File: config.mk
export PLATFORM = sky130hd
export DESIGN_NAME = store_sequencer
export DESIGN_NICKNAME = d
export VERILOG_FILES = /design/src/rtl/store_sequencer.sv
export SDC_FILE = /design/constraint.sdc
export NUM_CORES = 1
export LEC_CHECK = 0
export CORE_ASPECT_RATIO = 0.7
export CORE_MARGIN = 2
export CORE_UTILIZATION = 51
export DETAILED_ROUTE_END_ITERATION = 10
export PLACE_DENSITY = 0.8
export SLEW_MARGIN = 40
export SYNTH_ARGS = -nofsm -noshare
export SYNTH_HDL_FRONTEND = slang
export SYNTH_SLANG_ARGS = --single-unit
File: constraint.sdc
create_clock -name clk -period 2.73 [get_ports clk]
set_input_delay 0.4095 -clock clk [delete_from_list [all_inputs] [get_ports clk]]
set_output_delay 0.4095 -clock clk [all_outputs]
set_load 0.005 [all_outputs]
File: src/rtl/store_sequencer.sv
// store_sequencer: turns SB/SH/SW store requests into lane-aligned
// memory write beats over a req/ack bus. A store that crosses a word
// boundary is issued as a LO beat followed by a HI beat at the next word.
// Illegal types, disallowed misalignment and ack timeouts produce a
// one-cycle err pulse. A fully written store produces a one-cycle done pulse.
module store_sequencer #(
  parameter int SPLIT_EN = 1,
  parameter int TIMEOUT  = 16,
  parameter int TO_W     = 5
) (
  input  logic        clk,
  input  logic        rst,
  input  logic        req_valid,
  output logic        req_ready,
  input  logic [1:0]  req_type,
  input  logic [31:0] req_addr,
  input  logic [31:0] req_data,
  output logic        mem_req,
  output logic [31:0] mem_addr,
  output logic [31:0] mem_wdata,
  output logic [3:0]  mem_be,
  input  logic        mem_ack,
  output logic        done,
  output logic        err
);

  typedef enum logic [1:0] {
    ST_IDLE = 2'b00,
    ST_LO   = 2'b01,
    ST_HI   = 2'b10
  } state_t;

  localparam logic            TO_EN  = (TIMEOUT != 0);
  localparam logic [TO_W-1:0] TO_LIM = TO_W'(TIMEOUT);

  // Byte-lane mask of an unshifted store of the given type.
  function automatic logic [3:0] size_mask(input logic [1:0] t);
    logic [3:0] m;
    case (t)
      2'b00:   m = 4'b0001;
      2'b01:   m = 4'b0011;
      2'b10:   m = 4'b1111;
      default: m = 4'b0000;
    endcase
    return m;
  endfunction

  // Zero every byte of the store data that lies outside the store size.
  function automatic logic [31:0] size_data(input logic [3:0] m, input logic [31:0] d);
    return d & {{8{m[3]}}, {8{m[2]}}, {8{m[1]}}, {8{m[0]}}};
  endfunction

  state_t          state_r, state_nxt_s;
  logic            req_ready_r, req_ready_nxt_s;
  logic            mem_req_r, mem_req_nxt_s;
  logic [31:0]     mem_addr_r, mem_addr_nxt_s;
  logic [31:0]     mem_wdata_r, mem_wdata_nxt_s;
  logic [3:0]      mem_be_r, mem_be_nxt_s;
  logic            done_r, done_nxt_s;
  logic            err_r, err_nxt_s;
  logic            split_r, split_nxt_s;
  logic [31:0]     hi_addr_r, hi_addr_nxt_s;
  logic [31:0]     hi_wdata_r, hi_wdata_nxt_s;
  logic [3:0]      hi_be_r, hi_be_nxt_s;
  logic [TO_W-1:0] cnt_r, cnt_nxt_s;

  logic [3:0]      mask_s;
  logic [7:0]      be_wide_s;
  logic [63:0]     wdata_wide_s;
  logic            split_s;
  logic            illegal_s;
  logic [31:0]     lo_addr_s;
  logic [TO_W-1:0] cnt_inc_s;

  assign req_ready = req_ready_r;
  assign mem_req   = mem_req_r;
  assign mem_addr  = mem_addr_r;
  assign mem_wdata = mem_wdata_r;
  assign mem_be    = mem_be_r;
  assign done      = done_r;
  assign err       = err_r;

  // Decode the incoming request into both beats over an 8-byte window.
  always_comb begin
    mask_s       = size_mask(req_type);
    be_wide_s    = {4'b0000, mask_s} << req_addr[1:0];
    wdata_wide_s = {32'h0000_0000, size_data(mask_s, req_data)} << {req_addr[1:0], 3'b000};
    split_s      = (be_wide_s[7:4] != 4'b0000);
    illegal_s    = (req_type == 2'b11) || (split_s && (SPLIT_EN == 0));
    lo_addr_s    = {req_addr[31:2], 2'b00};
    cnt_inc_s    = cnt_r + TO_W'(1);
  end

  // Next-state and next-output logic for the IDLE/LO/HI sequencer.
  always_comb begin
    state_nxt_s     = state_r;
    mem_req_nxt_s   = mem_req_r;
    mem_addr_nxt_s  = mem_addr_r;
    mem_wdata_nxt_s = mem_wdata_r;
    mem_be_nxt_s    = mem_be_r;
    done_nxt_s      = 1'b0;
    err_nxt_s       = 1'b0;
    split_nxt_s     = split_r;
    hi_addr_nxt_s   = hi_addr_r;
    hi_wdata_nxt_s  = hi_wdata_r;
    hi_be_nxt_s     = hi_be_r;
    cnt_nxt_s       = cnt_r;
    case (state_r)
      ST_IDLE: begin
        if (req_valid && req_ready_r) begin
          if (illegal_s) begin
            err_nxt_s = 1'b1;
          end else begin
            state_nxt_s     = ST_LO;
            mem_req_nxt_s   = 1'b1;
            mem_addr_nxt_s  = lo_addr_s;
            mem_be_nxt_s    = be_wide_s[3:0];
            mem_wdata_nxt_s = wdata_wide_s[31:0];
            hi_addr_nxt_s   = lo_addr_s + 32'd4;
            hi_be_nxt_s     = be_wide_s[7:4];
            hi_wdata_nxt_s  = wdata_wide_s[63:32];
            split_nxt_s     = split_s;
            cnt_nxt_s       = '0;
          end
        end else begin
          cnt_nxt_s = cnt_r;
        end
      end
      ST_LO, ST_HI: begin
        if (mem_ack) begin
          if ((state_r == ST_LO) && split_r) begin
            state_nxt_s     = ST_HI;
            mem_addr_nxt_s  = hi_addr_r;
            mem_be_nxt_s    = hi_be_r;
            mem_wdata_nxt_s = hi_wdata_r;
            cnt_nxt_s       = '0;
          end else begin
            state_nxt_s   = ST_IDLE;
            mem_req_nxt_s = 1'b0;
            done_nxt_s    = 1'b1;
          end
        end else if (TO_EN && (cnt_inc_s == TO_LIM)) begin
          // The wait that would reach the limit is the last one allowed.
          state_nxt_s   = ST_IDLE;
          mem_req_nxt_s = 1'b0;
          err_nxt_s     = 1'b1;
        end else begin
          cnt_nxt_s = cnt_inc_s;
        end
      end
      default: begin
        state_nxt_s   = ST_IDLE;
        mem_req_nxt_s = 1'b0;
      end
    endcase
    req_ready_nxt_s = (state_nxt_s == ST_IDLE);
  end

  // State and registered-output update with synchronous reset.
  always_ff @(posedge clk) begin
    if (rst) begin
      state_r     <= ST_IDLE;
      req_ready_r <= 1'b1;
      mem_req_r   <= 1'b0;
      mem_addr_r  <= 32'h0000_0000;
      mem_wdata_r <= 32'h0000_0000;
      mem_be_r    <= 4'b0000;
      done_r      <= 1'b0;
      err_r       <= 1'b0;
      split_r     <= 1'b0;
      hi_addr_r   <= 32'h0000_0000;
      hi_wdata_r  <= 32'h0000_0000;
      hi_be_r     <= 4'b0000;
      cnt_r       <= '0;
    end else begin
      state_r     <= state_nxt_s;
      req_ready_r <= req_ready_nxt_s;
      mem_req_r   <= mem_req_nxt_s;
      mem_addr_r  <= mem_addr_nxt_s;
      mem_wdata_r <= mem_wdata_nxt_s;
      mem_be_r    <= mem_be_nxt_s;
      done_r      <= done_nxt_s;
      err_r       <= err_nxt_s;
      split_r     <= split_nxt_s;
      hi_addr_r   <= hi_addr_nxt_s;
      hi_wdata_r  <= hi_wdata_nxt_s;
      hi_be_r     <= hi_be_nxt_s;
      cnt_r       <= cnt_nxt_s;
    end
  end

endmodule

After elaboration in Yosys (flattened, before gate mapping)

Cells that the tools add are included.
W data, S select, Z words.

Bits in registers: 148
Memories: 0
Input port bits: 70
ROM bits: 0
Word-level logic and storage cells: 88
Latch bits: 0
Output and inout bits: 72
Memory bits (writable): 0

Shifts and indexed selects: 2
Reductions and logical operators: 13
Add/subtract/negate cells: 2
Div/mod/pow operators: 0
Bitwise gates (word level): 4
Muxes and demuxes: 40
Equal/unequal tests: 14
Multipliers: 0
Magnitude comparators: 0

Operator list:

| operator                | number |
|---|---|
| $mux W32                | 8 |
| $pmux W32 S2            | 2 |
| $shl A32 B5 Y64         | 1 |
| $add A32 B3 Y32 const B | 1 |
| $and A32 B32 Y32        | 1 |
| $mux W5                 | 5 |
| $mux W4                 | 4 |
| $ne A3 B3 Y1 const B    | 4 |
| $pmux W4 S3             | 1 |
| $mux W1                 | 10 |
| $mux W2                 | 5 |
| $pmux W5 S2             | 1 |
| $reduce_and A5 Y1       | 2 |
| $ne A2 B2 Y1 const B    | 4 |
| $pmux W4 S2             | 1 |
| $shl A4 B2 Y8           | 1 |
| $eq A2 B2 Y1 const B    | 3 |
| $logic_not A2 Y1        | 3 |
| $add A5 B1 Y5 const B   | 1 |
| $eq A5 B5 Y1 const B    | 1 |
| $eq A2 B1 Y1 const B    | 2 |
| $pmux W1 S2             | 2 |
| $pmux W2 S2             | 1 |
| $reduce_and A4 Y1       | 1 |
| other kinds (7)         | 10 |

Longest topological paths before layout

Gate-level depths: netlist of the first run.

Depth after elaboration: 7
Gate-level depth with buffers: 9
Gate-level depth less buffers: 7

Least setup slack after synthesis of the first run

OpenSTA, ideal clock, no wires.

Path type: in2reg
Start point: input port req_type[0]
End point: register hi_addr_r[21]
Slack: 0.616 ns
Cell stages on the path: 7
Arrival: 1.970 ns
Cells stage by stage: ha_1 -> clkbuf_1 -> and4b_1 -> clkbuf_1 -> clkbuf_1 -> clkbuf_1 -> a211oi_1

Longest elaborated chain between the ends: 3

RTL lines:

| item                               | line | RTL |
|---|---|---|
| start: declaration                 | 15   | `input logic [1:0] req_type,` |
| $eq A2 B2 Y1                       | 89   | `illegal_s = (req_type == 2'b11) \|\| (split_s && (SPLIT_EN == 0));` |
| $not A1 Y1 (no source line)        | -    |  |
| $reduce_and A3 Y1 (no source line) | -    |  |
| end signal: assignment             | 185  | `hi_addr_r <= hi_addr_nxt_s;` |
| end: declaration                   | 62   | `logic [31:0] hi_addr_r, hi_addr_nxt_s;` |

No other way between the ends.
A chain may end at the register's enable or synchronous reset.

Final worst setup path of the first run

Start point: register state_r[1]
End point: register mem_wdata_r[25] (netlist: mem_wdata[25])

Longest elaborated chain between the ends: 4
Elaborated cells on any way between the ends: 12
Classes of those cells: eq/ne: 6; mux: 1; reduce/logical: 5

RTL lines:

| item                                                                       | line     | RTL |
|---|---|---|
| start: declaration                                                         | 53       | `state_t state_r, state_nxt_s;` |
| start signal: assignment                                                   | 176      | `state_r <= state_nxt_s;` |
| $eq A2 B1 Y1 / $eq A2 B2 Y1 (equally long branches)                        | 108, 131 |  |
| $reduce_or A2 Y1 / $logic_and A1 B1 Y1 (equally long branches)             | 108, 131 |  |
| $ne A2 B2 Y1 (no source line) / $reduce_bool A2 Y1 (equally long branches) | -        |  |
| $reduce_and A5 Y1 (no source line)                                         | -        |  |
| end signal: assignment                                                     | 180      | `mem_wdata_r <= mem_wdata_nxt_s;` |
| end: declaration                                                           | 57       | `logic [31:0] mem_wdata_r, mem_wdata_nxt_s;` |

Parallel ways exist; a longest one is shown, timed or not.

==> results of run 1 <==
path summary, 6_finish.rpt:
path / depth (start not counted) / end / slack, ns
max: 7 / mem_wdata[25] / 0.14
min: 2 / hi_wdata_r[17] / 0.44
max reg2reg: 7 / mem_wdata[25] / 0.14
min reg2reg: 2 / hi_addr_r[3] / 0.45
metal layers:
| metal | wire length, um | GRT usage, % |
|---|---|---|
| met1 | 9270 | 42.4 |
| met2 | 8360 | 40.5 |
| met3 | 1710 | 8.24 |
| met4 | 172 | 7.23 |
| met5 | 0 | 0 |
layout by cell type (no fill, tap or decap), drive strengths merged, types with 14 or more instances in the layout:
cell	instances
buf	35
nor2	120
a22oi	17
o21ai	19
nand4	17
mux2i	32
nand2	50
nor3	18
a211oi	60
nand3	18
a21oi	29
nand2b	14
clkdlybuf4s50	138
xnor2	17
clkbuf	19
dfxtp	135
flip-flops by register name, summed over array words and instances, names as in the netlist, 2 cells and up:
name	flops
mem_wdata	32
hi_addr_r	30
mem_addr	30
hi_wdata_r	24
cnt_r	5
mem_be	4
hi_be_r	3
state_r	2
power breakdown:
part / switching [mW] / total [mW] / internal (mW)
Sequential: 0.122 / 2.31 / 2.18
Combinational: 0.747 / 1.46 / 0.714
Clock: 0.915 / 2.18 / 1.26
Total: 1.78 / 5.94 / 4.16
kinds of logic after synthesis:
| logic type | count (synthesis) | synth area share [%] |
|---|---|---|
| other | 1 | 0.0578 |
| AOI/OAI and AO/OA | 196 | 22.7 |
| buffers and inverters | 71 | 4.40 |
| DFF | 135 | 41.7 |
| xor gates and xnor gates | 28 | 3.78 |
| muxes | 40 | 6.33 |
| and+or+nand+nor | 267 | 19.7 |
| adders and majority gates | 7 | 1.35 |
critical path, stage by stage (launching register included):
cell,delay [ns]
dfxtp_1,0.37
inv_1,0.08
ha_2,0.63
and4_1,0.35
o2bb2ai_2,0.19
nor2_1,0.58
a22oi_1,0.14
nor2_1,0.16
cell type report:
class	count	area [um^2]	share of cell area [%]
clock inverters	13	125	1.43
repair buffers	173	1710	19.5
diodes	1	2.50	0.0286
multi-input cells	540	3530	40.4
clock buffers	19	433	4.95
flip-flops and latches	135	2700	30.9
inverters	9	33.8	0.387
well taps	162	203	2.32
metrics by stage:
step	power [mW]	util [%]	worst slack, ns	instances	hold slack, ns
3_5_place_dp	3.78	65.8	0.0825	1019	0.446
4_1_cts	5.96	70.3	0.230	1051	0.433
3_3_place_gp	3.74	65.7	0.124	1019	0.440
5_1_grt	6.22	70.3	0.00739	1051	0.445
6_report	5.94	70.3	0.144	1052	0.443
2_1_floorplan	3.06	-	0.616	746	0.432
==> results.md, run 1 <==
- Final setup viols: 0
- DP Area: roughly 8200 um^2
- DR iter-0 viols: 548
- Worst-Margin Slew: approximately 0.73 ns
- Clock slew at reported path FFs: 0.07 ns
- Initial Utilization: 52.2%
- Core area: 12400 um^2
- CP required: 3.06 ns
- Detailed Place HPWL: approximately 14000 um
- Rel. slew slack: about 51%
- Via count: around 6.3k
- Mapped Cells: roughly 750
- CP Launch Type: register
- ANT nets after route: 0
- Most common flop cell mapped by yosys: dfxtp_1
- DIE WIDTH: between 100 and 150 um
- Post-CTS Resized: 0
- #FFs+latches synth: around 140
- CP endpoint kind: register
- Area share of the largest cell type after synthesis: between 40% and 50%
- Root buffer cell: clkbuf_16
- Post-route setup TNS: 0 ns
- Post-CTS Setup Bufs: 0
- Antenna violations before repair: 1
- Final Critical Period: 2.59 ns
- Syn_area_per_cell: between 8 and 9 um^2
- Synth unique cells: 52
- Part of the cycle the worst path needs: 94.7%
- Die Span Y: 98.4 um
- Vias in the first global route: 5971
- TritonCTS clock tree: yes
- Drt total wl: a little under 20000 um
- Synth Warn #: 0
- Top cells by count, synth: 135 x dfxtp_1, 120 x nor2_1, 55 x a211oi_1
- Unrepaired setup endpoints after global routing: no
- Seq/Total Area, Yosys: between 40% and 50%
- Total CTS buffers: 17
- Final Max Slew Viols: 0
- Max Clock Skew: around 0.010 ns
- Initial DRT Pass Iterations: 5
- Via/cell ratio: slightly below 6
- Synth top area cells: dfxtp_1 42%, nor2_1 6.9%, a211oi_1 6.4%
- GR Overflow Total: 0
- Pwr per Cell Area: just under 700 nW/um^2
- Fmax: 387 MHz
- WL/cell: 18.6 um
- Synth Cell Area: approximately 6500 um^2
- GPL Wtd Cong: around 0.93
- First-pass GRT wire length: between 30000 and 40000 um
- Final Hold Fails: 0
- Hold Crit Class: input port to register
- Clk Latency, worst-skew pair: just over 0.4 ns
- Clock buffer depth: 2
- Total Die Area: 13700 um^2
- Largest net degree at the start of global routing: between 80 and 90
- Max Fanout on Critical Path: 21
- Total of max-cap violations: 0
- Number of clock sinks: 135
- Crit path DAT: between 2 and 3 ns
- Share of flip-flops with an asynchronous set or reset: 0%
- Reg2reg start: state_r[1]
- CP Class: register to register
- Area leader, netlist: dfxtp_1
- Final Cell Area: about 8700 um^2
- Htree depth: 4
- Critical Path Source: state_r[1]
- Port bufs: around 140
- Max VDD drop: between 0.6 and 0.7 mV
- Row Count: 34
- Final net count: 953
- Status: finished clean
- Total track usage: 28.5%
- Layout cell share with drive strength beyond 1: 10.5%
- Post-synth EDFFs: 0
- Hold-fix buffers at CTS: 0
- Leak: 3.01 nW
- Top-count cell post-synth: dfxtp_1
- Filler cell count: ~960
- I/O pin cnt: 142
- Hold path start: rst
- Syn-to-layout area delta: 34.7%
- DRC violations left: 0
Note: power is estimated with default switching activity, not from simulation.
==> run 2, diff against run 1 <==
Settings changed: SLEW_MARGIN 40 to unset.
Clock period 2.73 ns to 2.5 ns, I/O delays scaled along.
==> run 2 against run 1 <==
Clock skew is 0.0012 ns lower. Total power rose by 16%. Flip-flop and latch count did not move. Global-route usage increased by 0.71 points. Cell area increased by 2.4%. Sequential power up 9.1%. Final cell count grew 1.2%. Hold slack improved by 0.0091 ns. Core utilization increased by 1.7 points. Combinational power up 13%. Maximum frequency grew 10%. Count of clock-buffer cells in the layout is 2 higher.
==> results.md, run 2 (same netlist as run 1, synthesis figures left out) <==
- ANT nets after route: 0
- Total Die Area: ~14000 um^2
- Final Max Slew Viols: 0
- GPL Wtd Cong: approximately 0.98
- Rel. slew slack: a little under two fifths
- Post-CTS Setup Bufs: 0
- Clock buffer depth: 2
- I/O pin cnt: about 140
- Antenna violations before repair: 0
- Number of clock sinks: 135
- Vias in the first global route: around 6.3k
- DRC violations left: 0
- Antenna diodes: 0
- Worst-Margin Slew: 0.928 ns
- Core area: about 12000 um^2
- Root buffer cell: clkbuf_16
- Max FFs per register: 32
- Hold path start: hi_wdata_r[8]
- Detailed Place HPWL: 14400 um
- Total of max-cap violations: 0
- First-pass GRT wire length: about 32000 um
- Total CTS buffers: 17
- Crit path DAT: about 2.7 ns
- TritonCTS clock tree: yes
- Max Fanout on Critical Path: 18
- Status: finished clean
- Hold-fix buffers at CTS: 0
- Clk Latency, worst-skew pair: between 0.4 and 0.5 ns
- Critical Path Source: state_r[1]
- Via/cell ratio: 6.14
- Port bufs: ~140
- Largest net degree at the start of global routing: 59
- Reg2reg start: state_r[1]
- CP Launch Type: register
- Total track usage: 29.2%
- Layout cell share with drive strength beyond 1: between 10% and 20%
- Die Span Y: around 98 um
- CP endpoint kind: register
- CP required: ~2.9 ns
- Final setup viols: 0
- Drt total wl: between 20000 and 25000 um
- Pwr per Cell Area: between 700 and 800 nW/um^2
- Fmax: 426 MHz
- Hold Crit Class: register to register
- Initial DRT Pass Iterations: 5
- Syn-to-layout area delta: 38.0%
- Part of the cycle the worst path needs: between 90% and 100%
- Most frequent cells in the layout: 138 x clkdlybuf4s50_1, 135 x dfxtp_1, 120 x nor2_1
- GR Overflow Total: 0
- Unrepaired setup endpoints after global routing: no
- DR iter-0 viols: ~660
- Row Count: 34
- Htree depth: 4
- Final Power: between 6 and 7 mW
- Final Hold Fails: 0
- Commonest non-fill, non-tap cell in the layout: clkdlybuf4s50_1
- CP Class: register to register
- Clock slew at reported path FFs: approximately 0.06 ns
- Max VDD drop: 0.503 mV
- Final design utilization: between 70 and 80%
- Final Critical Period: ~2.3 ns
- Initial Utilization: 52.2%
- Leak: ~3.2 nW
- Final net count: just under 1k
- DIE WIDTH: roughly 140 um
- Via count: between 6k and 7k
- Post-CTS Resized: 0
- WL/cell: 18.9 um
- Max Clock Skew: slightly below 0.009 ns
run 2: changes by cell type in the layout (fill, tap and decap cells not counted), sizes merged:
cell	before	now
buf	35	49
inv	11	10
clkinvlp	5	0
bufinv	1	4
diode	1	0
clkinv	5	6
clkbuf	19	21
run 2: power breakdown:
group          internal, mW  total [mW]  switching (mW)
logic                 0.822        1.65           0.829
registers              2.39        2.52           0.136
clock network          1.75        2.71           0.957
total                  4.96        6.88            1.92
run 2: stage by stage:
step | setup TNS, ns | instance area (um^2) | instances | hold WS (ns) | worst slack (ns)
2_1_floorplan | 0 | 6490 | 746 | 0.432 | 0.420
3_3_place_gp | 0 | 8310 | 1033 | 0.440 | 0.0311
3_5_place_dp | -0.0383 | 8310 | 1033 | 0.445 | -0.0151
4_1_cts | 0 | 8950 | 1065 | 0.443 | 0.199
5_1_grt | 0 | 8950 | 1065 | 0.469 | 0.0194
6_report | 0 | 8950 | 1065 | 0.452 | 0.150
run 2: metal layers:
metal / up-vias / global-route usage [%] / wire [um] / part of all wire (%)
met4: 0 / 7.93 / 274 / 1.4
met2: 352 / 44.0 / 8820 / 44
met5: - / 0 / 0 / 0
met3: 42 / 7.55 / 1950 / 9.6
met1: 3106 / 41.9 / 9130 / 45
li1: 3036 / - / - / -
run 2: final cells by class:
cell class	count	area (um^2)
repair buffers	187	1850
clock inverters	11	170
flip-flops and latches	135	2700
well taps	162	203
fillers	936	3470
clock buffers	21	470
multi-input cells	540	3520
inverters	9	33.8
run 2: worst paths after layout:
kind         cells after the start  slack (ns)       endpoint
min reg2reg                      2        0.45  hi_wdata_r[8]
max                              8        0.15       cnt_r[0]
min                              2        0.45  hi_wdata_r[8]
max reg2reg                      8        0.15       cnt_r[0]
run 2: worst max-delay path, stage by stage (launching register included):
cell	delay, ns
dfxtp_1	0.37
inv_1	0.09
ha_2	0.41
buf_4	0.27
inv_1	0.10
buf_4	0.20
o41a_1	0.42
nor2_1	0.23
mux2_2	0.20
